### config.mk
export PLATFORM = sky130hd
export DESIGN_NAME = reg_load_arbiter
export DESIGN_NICKNAME = d
export VERILOG_FILES = /design/src/rtl/reg_arb_pkg.sv /design/src/rtl/rr_pick.sv /design/src/rtl/reg_load_arbiter.sv
export SDC_FILE = /design/constraint.sdc
export NUM_CORES = 1
export LEC_CHECK = 0
export ABC_CLOCK_PERIOD_IN_PS = 3500
export BUFFER_PORTS_ARGS = -buffer_cell sky130_fd_sc_hd__buf_2
export CELL_PAD_IN_SITES_DETAIL_PLACEMENT = 1
export CELL_PAD_IN_SITES_GLOBAL_PLACEMENT = 1
export CORE_AREA = 2 2 100 102
export CTS_CLUSTER_SIZE = 24
export DETAILED_ROUTE_END_ITERATION = 8
export DIE_AREA = 0 0 102 104
export PLACE_DENSITY = 0.89
export SLEW_MARGIN = 20
export SYNTH_ARGS = -nofsm -noshare
export SYNTH_HDL_FRONTEND = slang
export SYNTH_HIERARCHICAL = 1
export SYNTH_SLANG_ARGS = --single-unit
### constraint.sdc
create_clock -name clk -period 3.5 [get_ports clk]
set_input_delay 1.05 -clock clk [delete_from_list [all_inputs] [get_ports clk]]
set_output_delay 1.05 -clock clk [all_outputs]
set_load 0.05 [all_outputs]
### src/rtl/reg_arb_pkg.sv
// reg_arb_pkg: FSM state encoding and default SIZE/NREQ/IDW for the shared-register load arbiter
package reg_arb_pkg;
  localparam int SIZE_D = 32;
  localparam int NREQ_D = 4;
  localparam int IDW_D = 2;
  typedef enum logic {ST_EMPTY = 1'b0, ST_FULL = 1'b1} state_e;
endpackage

### src/rtl/rr_pick.sv
// rr_pick: round-robin pick from req starting at p (masked >=p encode, else unmasked); ports req,p in / win one-hot, idx out
module rr_pick #(
  parameter int NREQ = 4,
  parameter int IDW = 2
) (
  input  logic [NREQ-1:0] req,
  input  logic [IDW-1:0]  p,
  output logic [NREQ-1:0] win,
  output logic [IDW-1:0]  idx
);
  logic [NREQ-1:0] mreq;
  assign mreq = req & ~((NREQ'(1) << p) - NREQ'(1));
  always_comb begin
    idx = '0;
    for (int i = NREQ - 1; i >= 0; i--) idx = req[i] ? IDW'(i) : idx;
    for (int i = NREQ - 1; i >= 0; i--) idx = mreq[i] ? IDW'(i) : idx;
  end
  assign win = |req ? NREQ'(1) << idx : '0;
endmodule

### src/rtl/reg_load_arbiter.sv
// reg_load_arbiter: round-robin arbiter loading one shared register, valid/ready consumer side; ports clk,rst,req,req_data,reg_q,out_ready in / grant,reg_load,reg_din,out_valid,out_data,out_id out
module reg_load_arbiter import reg_arb_pkg::*; #(
  parameter int SIZE = SIZE_D,
  parameter int NREQ = NREQ_D,
  parameter int IDW = IDW_D
) (
  input  logic                 clk,
  input  logic                 rst,
  input  logic [NREQ-1:0]      req,
  input  logic [NREQ*SIZE-1:0] req_data,
  output logic [NREQ-1:0]      grant,
  output logic                 reg_load,
  output logic [SIZE-1:0]      reg_din,
  input  logic [SIZE-1:0]      reg_q,
  output logic                 out_valid,
  output logic [SIZE-1:0]      out_data,
  output logic [IDW-1:0]       out_id,
  input  logic                 out_ready
);
  state_e st_q, st_d;
  logic [IDW-1:0] p_q, p_d, id_q, id_d, win_idx;
  logic [NREQ-1:0] win_oh;
  logic accept;
  rr_pick #(.NREQ(NREQ), .IDW(IDW)) u_pick (.req(req), .p(p_q), .win(win_oh), .idx(win_idx));
  assign accept = ~rst & |req & (st_q == ST_EMPTY | out_ready);
  assign grant = accept ? win_oh : '0;
  assign reg_load = accept;
  always_comb begin
    reg_din = '0;
    for (int i = 0; i < NREQ; i++) reg_din = reg_din | (req_data[i*SIZE +: SIZE] & {SIZE{grant[i]}});
  end
  always_comb begin
    st_d = accept ? ST_FULL : (st_q == ST_FULL && out_ready) ? ST_EMPTY : st_q;
    p_d = !accept ? p_q : win_idx == IDW'(NREQ - 1) ? '0 : win_idx + 1'b1;
    id_d = accept ? win_idx : id_q;
  end
  always_ff @(posedge clk) begin
    if (rst) begin
      st_q <= ST_EMPTY;
      p_q <= '0;
      id_q <= '0;
    end else begin
      st_q <= st_d;
      p_q <= p_d;
      id_q <= id_d;
    end
  end
  assign out_valid = st_q == ST_FULL;
  assign out_data = reg_q;
  assign out_id = id_q;
endmodule

==> results of run 1 <==
worst max path at each step:
stage / cells past startpoint / endpoint / from / slack (ps)
6_report: 8 / reg_din[19] / req[3] / -10
5_1_grt: 8 / reg_din[17] / req[1] / -50
4_1_cts: 8 / reg_din[4] / req[2] / -60
3_5_place_dp: 9 / reg_din[16] / req[2] / -110
3_3_place_gp: 9 / reg_din[10] / req[2] / -50
2_1_floorplan: 7 / reg_din[27] / req[2] / 30
power breakdown:
part           total (mW)  switching, mW  internal, mW
Clock               0.109         0.0302        0.0784
Combinational       0.853          0.487         0.366
Sequential         0.0771         0.0123        0.0648
flip-flops by register name (all words and copies together) (netlist names):
| name | cells |
|---|---|
| out_id | 2 |
| out_valid | 1 |
| p_q | 2 |
timing repair:
item | 4_1_cts | 5_1_grt
setup endpoints to repair | 30 | 33
pin swaps | 1 | 7
buffers inserted | 0 | 1
gates cloned | 0 | 6
gates resized for setup | 39 | 87
endpoints found under the hold margin | 0 | 0
Yosys cell counts, drive strengths merged:
cell    number
nand2        5
nor2b        5
nor4         1
o21ai        5
buf         37
o31ai        1
inv          6
o211ai       4
nand2b       1
or3          1
o21a         1
a22oi       64
nor2         2
a21o         1
dfxtp        5
and3         2
a221oi       2
clkbuf      16
and2         4
a21oi       35
o31a         1
nor3         2
ha           1
o21bai       2
area by class of cell:
cell class,instances,area [sq um]
inverters,6,27.53
repair buffers,203,1499
flip-flops and latches,5,100.1
well taps,133,166.4
multi-input cells,140,1491
fillers,1134,6220
clock buffers,4,45.04
through the flow:
stage / utilization, % / power, mW / hold slack (ps) / worst slack [ps]
global route: 34.87 / 1.096 / 549.5 / -52.84
floorplan: - / 0.6402 / 495.8 / 33.84
detailed placement: 28.50 / 0.7711 / 520.7 / -106.1
finish: 34.87 / 1.039 / 525.0 / -11.17
global placement: 28.50 / 0.7495 / 494.3 / -48.85
CTS: 30.53 / 0.9270 / 535.5 / -61.38
routing by layer:
metal	vias to the layer above	GRT usage (%)	share of wire, %
li1	1063	-	-
met1	1138	15.05	38
met2	117	27.11	55
met3	22	2.285	6.1
met4	0	3.524	1.5
met5	-	0	0
worst reg2reg max path: cells and delay by family (launching register included):
family                   cells  cell delay [ps]
AO/OA/AOI/OAI                3              570
AND/OR/NAND/NOR              1              170
flip-flops                   1              520
buffers and inverters        1               50
adder cells (fa/ha/maj)      1              280
kinds of logic after synthesis:
logic type	Yosys count
flops	5
buf+inv	59
fa+ha+maj	1
simple gates	23
compound gates	116
==> impl_metrics.tcl, run 1 <==
set metrics [dict create \
    outcome "complete, but fails checks" \
    violations "negative setup slack" \
    drive_gt1_share_pct 80.45 \
    gr-total-overflow 0 \
    die_x_microns 102 \
    start_util_pct 16.46 \
    routabilityCongestion 0.7813 \
    fmax_mhz 284.8 \
    slew_viol_final 0 \
    hold_viol 0 \
    place_area_sq_mm 0.002721 \
    ys_seq_elements 5 \
    final_cells 491 \
    viasPerCell 4.766 \
    dp.cells 480 \
    synth_xor_area_share_pct 0 \
    hold_start "out_id[0]$_SDFFE_PP0N_" \
    finalSetupViolations 2 \
    crit_required_ps 2450 \
    drc 0 \
    yosys.area.top_type "a22oi_1" \
    firstDrtPassIters 4 \
    final_common_cell "buf_2" \
    yosysWarningCount 6 \
    avgSynthCellArea_sq_um 7.703 \
    cp_max_fo 11 \
    p_per_area_mw_per_mm2 312.1 \
    ys_seq_area_share_pct 6.369 \
    synth-adder-area-share_pct 0.7962 \
    period_share_pct 100.3 \
    r2r_end "p_q[1]$_SDFFE_PP0N_" \
    muxShareOfSynthArea_pct 0 \
    vdd_drop_max_uv 210.3 \
    dieArea_sq_mm 0.01061 \
    start_kind "input pin" \
    fin_area_sq_mm 0.003329 \
    synth_top_family_by_area "compound AO/OA/AOI/OAI gates" \
    fin_skew_ps 1.376 \
    syn-num-nets 372 \
    critPathSlowestCell "o31a_1" \
    synth_top_area_share_pct 30.57 \
    cts_tree "done" \
    initialDrtViolationCount 62 \
    postSynthCellCount 204 \
    holdPathStages 2 \
    ys_top_cells_by_area "a22oi_1 31%, a21oi_2 17%, buf_4 15%, dfxtp_1 6.4%, buf_12 3.8%" \
    leakage_nw 1.363 \
    area_growth_pct 111.9 \
    synthSimpleGateAreaFrac_pct 9.475 \
    num_rows 36 \
    post-route-min-period_ps 3511 \
    slowest_delay_ps 310 \
    r2r_start "p_q[0]$_SDFFE_PP0N_" \
    cts_hold_buf 0 \
    coreArea_sq_mm 0.009549 \
    cts_num_sinks 5 \
    finalSetupTns_ps -15.10 \
    antenna_found_initial 0 \
    insertion_delay_ps 220 \
    grt_pass1_wl_mm 11.90 \
    holdCritPathClass "reg -> reg" \
    route.detailed.wl_per_inst_microns 18.98 \
    worstMarginPinSlew_ps 432.8 \
    relSlewSlack_pct 71.09 \
    final_nets 527 \
    crit_chain "clkbuf_4, nor3_2, o31a_1, buf_12, a22oi_1, buf_4, a21oi_4, buf_6" \
    ant_nets 0 \
    synth_cell_type_count 28 \
    arrival_ps 2460 \
    r2r_setup_slack_ps 1800 \
    grt_pass1_vias 2418 \
    vias 2340 \
    root_buffer "clkbuf_8" \
    holdPathEnd "out_id[0]$_SDFFE_PP0N_" \
    reg2regPathDepth 6 \
    crit_buf_inv 4 \
    critPathKind "in -> out" \
    track_usage_pct 13.91 \
    layout_setup_ws_ps -11.17 \
    end_kind "primary output" \
    cp_top_family "buffers and inverters" \
    grt_max_degree 31 \
    h-tree-depth 1 \
    final_cell_mix "139 x buf_2, 35 x a22oi_2, 34 x buf_6, 29 x a22oi_1, 29 x a21oi_4" \
    numCtsBuffers 3 \
    die_y_microns 104 \
    syn_area_sq_mm 0.001572 \
    n_antenna_cell 0 \
    port_buffers 174 \
    dp_hpwl_mm 6.575 \
    maxCapViolations 0 \
    postRouteWirelength_mm 9.320 \
    io_pins 239 \
    clockBufferDepth 2 \
    synth_compound_area_share_pct 57.25 \
    clk_pin_slew_ps 40 \
    rsz0062_at_grt "yes" \
]
No activity file was read; power rests on OpenSTA's default activity.
==> run 2: changes to the inputs <==
--- a/config.mk
+++ b/config.mk
@@ -13,7 +13,7 @@
 export CTS_CLUSTER_SIZE = 24
 export DETAILED_ROUTE_END_ITERATION = 8
 export DIE_AREA = 0 0 102 104
-export PLACE_DENSITY = 0.89
+export PLACE_DENSITY_LB_ADDON = 0.1
 export SLEW_MARGIN = 20
 export SYNTH_ARGS = -nofsm -noshare
 export SYNTH_HDL_FRONTEND = slang
==> impl_metrics.tcl, run 2 (same netlist as run 1, synthesis figures left out) <==
set metrics [dict create \
    outcome "complete, no violations" \
    end_kind "primary output" \
    start_kind "input pin" \
    coreArea_sq_mm 0.009549 \
    vias 2288 \
    hold_viol 0 \
    initialDrtViolationCount 38 \
    firstDrtPassIters 4 \
    use_met1_pct 15.86 \
    combPwrFrac_pct 82.2 \
    grt_pass1_vias 2326 \
    p_per_area_mw_per_mm2 312.0 \
    die_x_microns 102 \
    intPower_mw 0.5178 \
    p_switching_mw 0.5453 \
    drc 0 \
    swShare_pct 51.30 \
    final_nets 524 \
    antenna_found_initial 0 \
    dieArea_sq_mm 0.01061 \
    grt_pass1_wl_mm 11.96 \
    holdCritPathClass "reg -> reg" \
    port_buffers 174 \
    met2_usage_pct 26.08 \
    fin_skew_ps 0.5004 \
    postRouteWirelength_mm 9.158 \
    crit_required_ps 2450 \
    cts_tree "done" \
    r2r_start "p_q[0]$_SDFFE_PP0N_" \
    arrival_ps 2390 \
    cp_max_fo 12 \
    finalSetupTns_ps 0 \
    h-tree-depth 1 \
    p_clk_share_pct 10.5 \
    numCtsBuffers 3 \
    clockBufferDepth 2 \
    area_growth_pct 116.8 \
    vdd_drop_max_uv 137.6 \
    ant_nets 0 \
    maxCapViolations 0 \
    num_rows 36 \
    die_y_microns 104 \
    worstMarginPinSlew_ps 343.8 \
    r2r_setup_slack_ps 1800 \
    dp.cells 475 \
    gr-total-overflow 0 \
    rsz0062_at_grt "yes" \
    leakage_nw 1.348 \
    cp-startpoint "req[2]" \
    p_total_mw 1.063 \
    finalSetupViolations 0 \
    final_cells 488 \
    holdPathStages 2 \
    final_common_cell "buf_2" \
    post-route-min-period_ps 3441 \
    reg2regPathDepth 6 \
    worst_hold_slack_ps 517.5 \
    grt_util_met3_pct 2.554 \
    root_buffer "clkbuf_8" \
    final_cell_mix "139 x buf_2, 59 x a22oi_2, 30 x buf_6, 29 x a21oi_4, 16 x buf_4" \
    cts_hold_buf 0 \
    insertion_delay_ps 230 \
    drive_gt1_share_pct 87.04 \
    dp_hpwl_mm 6.055 \
    critPathKind "in -> out" \
    period_share_pct 98.32 \
    endpoint "reg_din[28]" \
    track_usage_pct 13.88 \
    r2r_end "p_q[1]$_SDFFE_PP0N_" \
    p_seq_share_pct 7.3 \
    fill_cells 1129 \
    viasPerCell 4.689 \
    cts_num_sinks 5 \
    clk_pin_slew_ps 40 \
    io_pins 239 \
    grt-busiest-layer "met2" \
    routabilityCongestion 0.7569 \
    grt_max_degree 34 \
    relSlewSlack_pct 77.05 \
    route.detailed.wl_per_inst_microns 18.77 \
    n_antenna_cell 0 \
    slew_viol_final 0 \
    fmax_mhz 290.6 \
    start_util_pct 16.46 \
]
[run 2: cell types whose count changed in the layout (fill, tap and decap cells not counted), sizes merged]
cell    delta
clkbuf     -1
buf        -2
[run 2: cell type report]
type	instances	area, sq um	share of cell area (%)
multi-input cells	140	1617	47.45
repair buffers	200	1451	42.60
well taps	133	166.4	4.884
flip-flops and latches	5	100.1	2.938
clock buffers	4	45.04	1.322
inverters	6	27.53	0.8079
[run 2: what timing repair did]
action                     4_1_cts  5_1_grt
setup endpoints to repair       32       32
hold endpoints to repair         0        0
pin swaps                        0       13
buffers inserted                 0        2
cloned                           0        7
gates resized for setup         44       94
[run 2: worst min path at each step]
stage	from	end	slack (ps)
6_report	out_id[0]$_SDFFE_PP0N_	out_id[0]$_SDFFE_PP0N_	520
3_3_place_gp	out_id[1]$_SDFFE_PP0N_	out_id[1]$_SDFFE_PP0N_	490
3_5_place_dp	out_id[0]$_SDFFE_PP0N_	out_id[0]$_SDFFE_PP0N_	500
4_1_cts	out_id[0]$_SDFFE_PP0N_	out_id[0]$_SDFFE_PP0N_	520
5_1_grt	out_id[0]$_SDFFE_PP0N_	out_id[0]$_SDFFE_PP0N_	560
2_1_floorplan	p_q[1]$_SDFFE_PP0N_	p_q[1]$_SDFFE_PP0N_	500
[run 2: per-layer routing]
metal | wire, microns | vias to the layer above
li1 | - | 1062
met1 | 3494 | 1092
met2 | 4888 | 109
met3 | 622 | 25
met4 | 153 | 0
met5 | 0 | -
[run 2: metrics by stage]
| stage | util, % | area, sq um | worst slack, ps |
|---|---|---|---|
| 2_1_floorplan | - | 1797 | 33.84 |
| 3_3_place_gp | 27.84 | 2659 | -87.69 |
| 3_5_place_dp | 27.84 | 2659 | -78.39 |
| 4_1_cts | 29.77 | 2843 | -31.06 |
| 5_1_grt | 35.68 | 3407 | -20.79 |
| 6_report | 35.68 | 3407 | 58.66 |
[run 2: critical path, stage by stage]
cell and delay, ps:
buf_4 120, nor2b_4 120, nor3_1 170, o31a_1 190, buf_6 140, buf_12 160
a22oi_1 110, a21oi_2 160, buf_6 170
[run 2: power by group through the flow]
stage               clock (mW)  combinational [mW]  sequential [mW]
CTS                      0.114               0.716           0.0762
detailed placement           0               0.672           0.0770
global route             0.119               0.925           0.0797
global placement             0               0.668           0.0779
finish                   0.111               0.874           0.0777
floorplan                    0               0.558           0.0826
==> run 3: changes to the inputs <==
--- a/config.mk
+++ b/config.mk
@@ -5,14 +5,15 @@
 export SDC_FILE = /design/constraint.sdc
 export NUM_CORES = 1
 export LEC_CHECK = 0
+export ABC_AREA = 1
 export ABC_CLOCK_PERIOD_IN_PS = 3500
 export BUFFER_PORTS_ARGS = -buffer_cell sky130_fd_sc_hd__buf_2
 export CELL_PAD_IN_SITES_DETAIL_PLACEMENT = 1
 export CELL_PAD_IN_SITES_GLOBAL_PLACEMENT = 1
-export CORE_AREA = 2 2 100 102
+export CORE_AREA = 2 2 110 112
 export CTS_CLUSTER_SIZE = 24
 export DETAILED_ROUTE_END_ITERATION = 8
-export DIE_AREA = 0 0 102 104
+export DIE_AREA = 0 0 112 114
 export PLACE_DENSITY_LB_ADDON = 0.1
 export SLEW_MARGIN = 20
 export SYNTH_ARGS = -nofsm -noshare
==> impl_metrics.tcl, run 3 <==
set metrics [dict create \
    fin_skew_ps 1.340 \
    yosysWarningCount 6 \
    area_growth_pct 58.11 \
    route.detailed.wl_per_inst_microns 15.80 \
    p_seq_share_pct 5.3 \
    n_antenna_cell 0 \
    register_area_sq_um 100.1 \
    ant_nets 0 \
    antenna_found_initial 0 \
    coreArea_sq_mm 0.01171 \
    slew_viol_final 0 \
    routabilityCongestion 0.7736 \
    syn-num-nets 606 \
    r2r_start "p_q[1]$_SDFFE_PP0N_" \
    critPathKind "in -> out" \
    critPathSlowestCell "buf_4" \
    worstMarginPinSlew_ps 272.8 \
    syn_area_sq_mm 0.002482 \
    clockBufferDepth 2 \
    num_rows 40 \
    cp_max_fo 11 \
    cts_tree "done" \
    root_buffer "clkbuf_16" \
    dp.cells 704 \
    vias 3430 \
    combPwrFrac_pct 81.1 \
    post-route-min-period_ps 3482 \
    synth_cell_type_count 24 \
    relSlewSlack_pct 81.81 \
    leakage_nw 2.150 \
    rsz0062_at_grt "yes" \
    endpoint "reg_din[4]" \
    hold_viol 0 \
    drive_gt1_share_pct 47.30 \
    cp-startpoint "req[2]" \
    intPower_mw 0.6919 \
    holdCritPathClass "reg -> reg" \
    cts_hold_buf 0 \
    final_cell_mix "138 x buf_2, 128 x nand4_1, 92 x nand2_1, 66 x inv_1, 31 x buf_6" \
    finalSetupViolations 0 \
    viasPerCell 4.751 \
    worst_hold_slack_ps 476.8 \
    die_x_microns 112 \
    grt_pass1_vias 3372 \
    ys_top_cells_by_area "nand4_1 32%, nand2_1 18%, inv_1 11%, buf_4 11%, buf_12 6.5%" \
    end_kind "primary output" \
    die_y_microns 114 \
    arrival_ps 2430 \
    swShare_pct 50.81 \
    p_clk_share_pct 13.6 \
    crit_chain "buf_4, inv_2, nand2_2, nand3_2, nor2_2, buf_4, nor2_4, buf_6, buf_12, nand4_1, nand2_1, inv_2, nand2_2, buf_8" \
    avgSynthCellArea_sq_um 5.668 \
    fmax_mhz 287.2 \
    async_flop_share_pct 0 \
    synth_most_common_cell "nand4_1" \
    synth_flop_cell "dfxtp_1" \
    finalSetupTns_ps 0 \
    start_kind "input pin" \
    crit_required_ps 2450 \
    dieArea_sq_mm 0.01277 \
    port_buffers 174 \
    final_nets 744 \
    outcome "complete, no violations" \
    p_per_area_mw_per_mm2 358.4 \
    multi_input_area_sq_mm 0.001594 \
    dp_hpwl_mm 7.970 \
    grt_max_degree 68 \
    ys_seq_area_share_pct 4.032 \
    maxCapViolations 0 \
    initialDrtViolationCount 176 \
    place_area_sq_mm 0.003181 \
    period_share_pct 99.49 \
    p_switching_mw 0.7147 \
    track_usage_pct 15.97 \
    insertion_delay_ps 230 \
    drc 0 \
    io_pins 239 \
    postRouteWirelength_mm 11.41 \
    ys_seq_elements 5 \
    fill_cells 1526 \
    vdd_drop_max_uv 249.6 \
    r2r_end "p_q[1]$_SDFFE_PP0N_" \
    postSynthCellCount 438 \
    h-tree-depth 1 \
    slowest_delay_ps 150 \
    start_util_pct 21.20 \
    reg2regPathDepth 10 \
    fin_util_pct 33.52 \
    grt_pass1_wl_mm 17.07 \
    gr-total-overflow 0 \
    fin_area_sq_mm 0.003925 \
    final_cells 722 \
    numCtsBuffers 3 \
    yosys.area.top_type "nand4_1" \
    r2r_setup_slack_ps 1670 \
    synth-edff-count 0 \
    synth_top_area_share_pct 32.26 \
    cts_num_sinks 5 \
    yosys-top-cells-count "128 x nand4_1, 117 x nand2_1, 76 x inv_1" \
    holdPathStages 2 \
    final_common_cell "buf_2" \
    firstDrtPassIters 6 \
    clk_pin_slew_ps 30 \
]
## run 3: cell count changes after synthesis, moves of 12 or more
cell | previous run | this run
clkbuf_1 | 16 | 4
buf_2 | 0 | 19
a22oi_1 | 64 | 0
nor2_1 | 2 | 15
inv_1 | 5 | 76
nand2_1 | 5 | 117
a21oi_2 | 30 | 1
nand4_1 | 0 | 128
## run 3: power groups by stage
stage	Combinational (mW)	Clock (mW)	Sequential, mW
after global placement	0.830	0	0.0732
after global routing	1.22	0.198	0.0760
after CTS	1.00	0.193	0.0742
after floorplan	0.668	0	0.0858
final	1.14	0.191	0.0746
after detailed placement	0.835	0	0.0732
## run 3: final cells by class
class,count,area share [%]
clock buffers,4,2.008
flip-flops and latches,5,2.550
repair buffers,209,42.30
multi-input cells,277,40.61
well taps,147,4.686
inverters,80,7.842
## run 3: worst max-delay path, delay by kind of cell
kind	cells	cell delay, ps
buf+inv	7	800
simple gates	7	580
## run 3: worst min path at each step
stage,end,startpoint,slack (ps)
after detailed placement,out_id[1]$_SDFFE_PP0N_,out_id[1]$_SDFFE_PP0N_,480
final,out_id[1]$_SDFFE_PP0N_,out_id[1]$_SDFFE_PP0N_,480
after global placement,out_id[1]$_SDFFE_PP0N_,out_id[1]$_SDFFE_PP0N_,470
after floorplan,p_q[0]$_SDFFE_PP0N_,p_q[0]$_SDFFE_PP0N_,450
after CTS,out_id[1]$_SDFFE_PP0N_,out_id[1]$_SDFFE_PP0N_,480
after global routing,out_id[1]$_SDFFE_PP0N_,out_id[1]$_SDFFE_PP0N_,490
## run 3: through the flow
step / power [mW] / setup slack, ps
2_1_floorplan: 0.7541 / 65.20
3_3_place_gp: 0.9028 / -153.1
3_5_place_dp: 0.9078 / -198.1
4_1_cts: 1.271 / -4.325
5_1_grt: 1.492 / -87.96
6_report: 1.407 / 17.96
## run 3: timing repair
action                                  CTS  global route
setup buffers                             2             4
gates resized for setup                  87            65
pin swaps                                 7            34
endpoints found under the setup margin   35            35
cloned                                    3             5
## run 3: kinds of logic (layout without fill, tap and decap cells)
kind of cell | count (synthesis) | in the layout | share of synthesized area [%]
compound gates | 5 | 5 | 1.613
simple gates | 271 | 271 | 55.09
fa+ha+maj | 1 | 1 | 0.5040
flops | 5 | 5 | 4.032
buf+inv | 156 | 293 | 38.76
## run 3: routing by layer
layer | up-vias | global-route usage, % | share of wire, %
li1 | 1714 | - | -
met1 | 1590 | 20.01 | 42
met2 | 106 | 29.37 | 51
met3 | 20 | 2.338 | 5.6
met4 | 0 | 2.927 | 1.0
met5 | - | 0 | 0
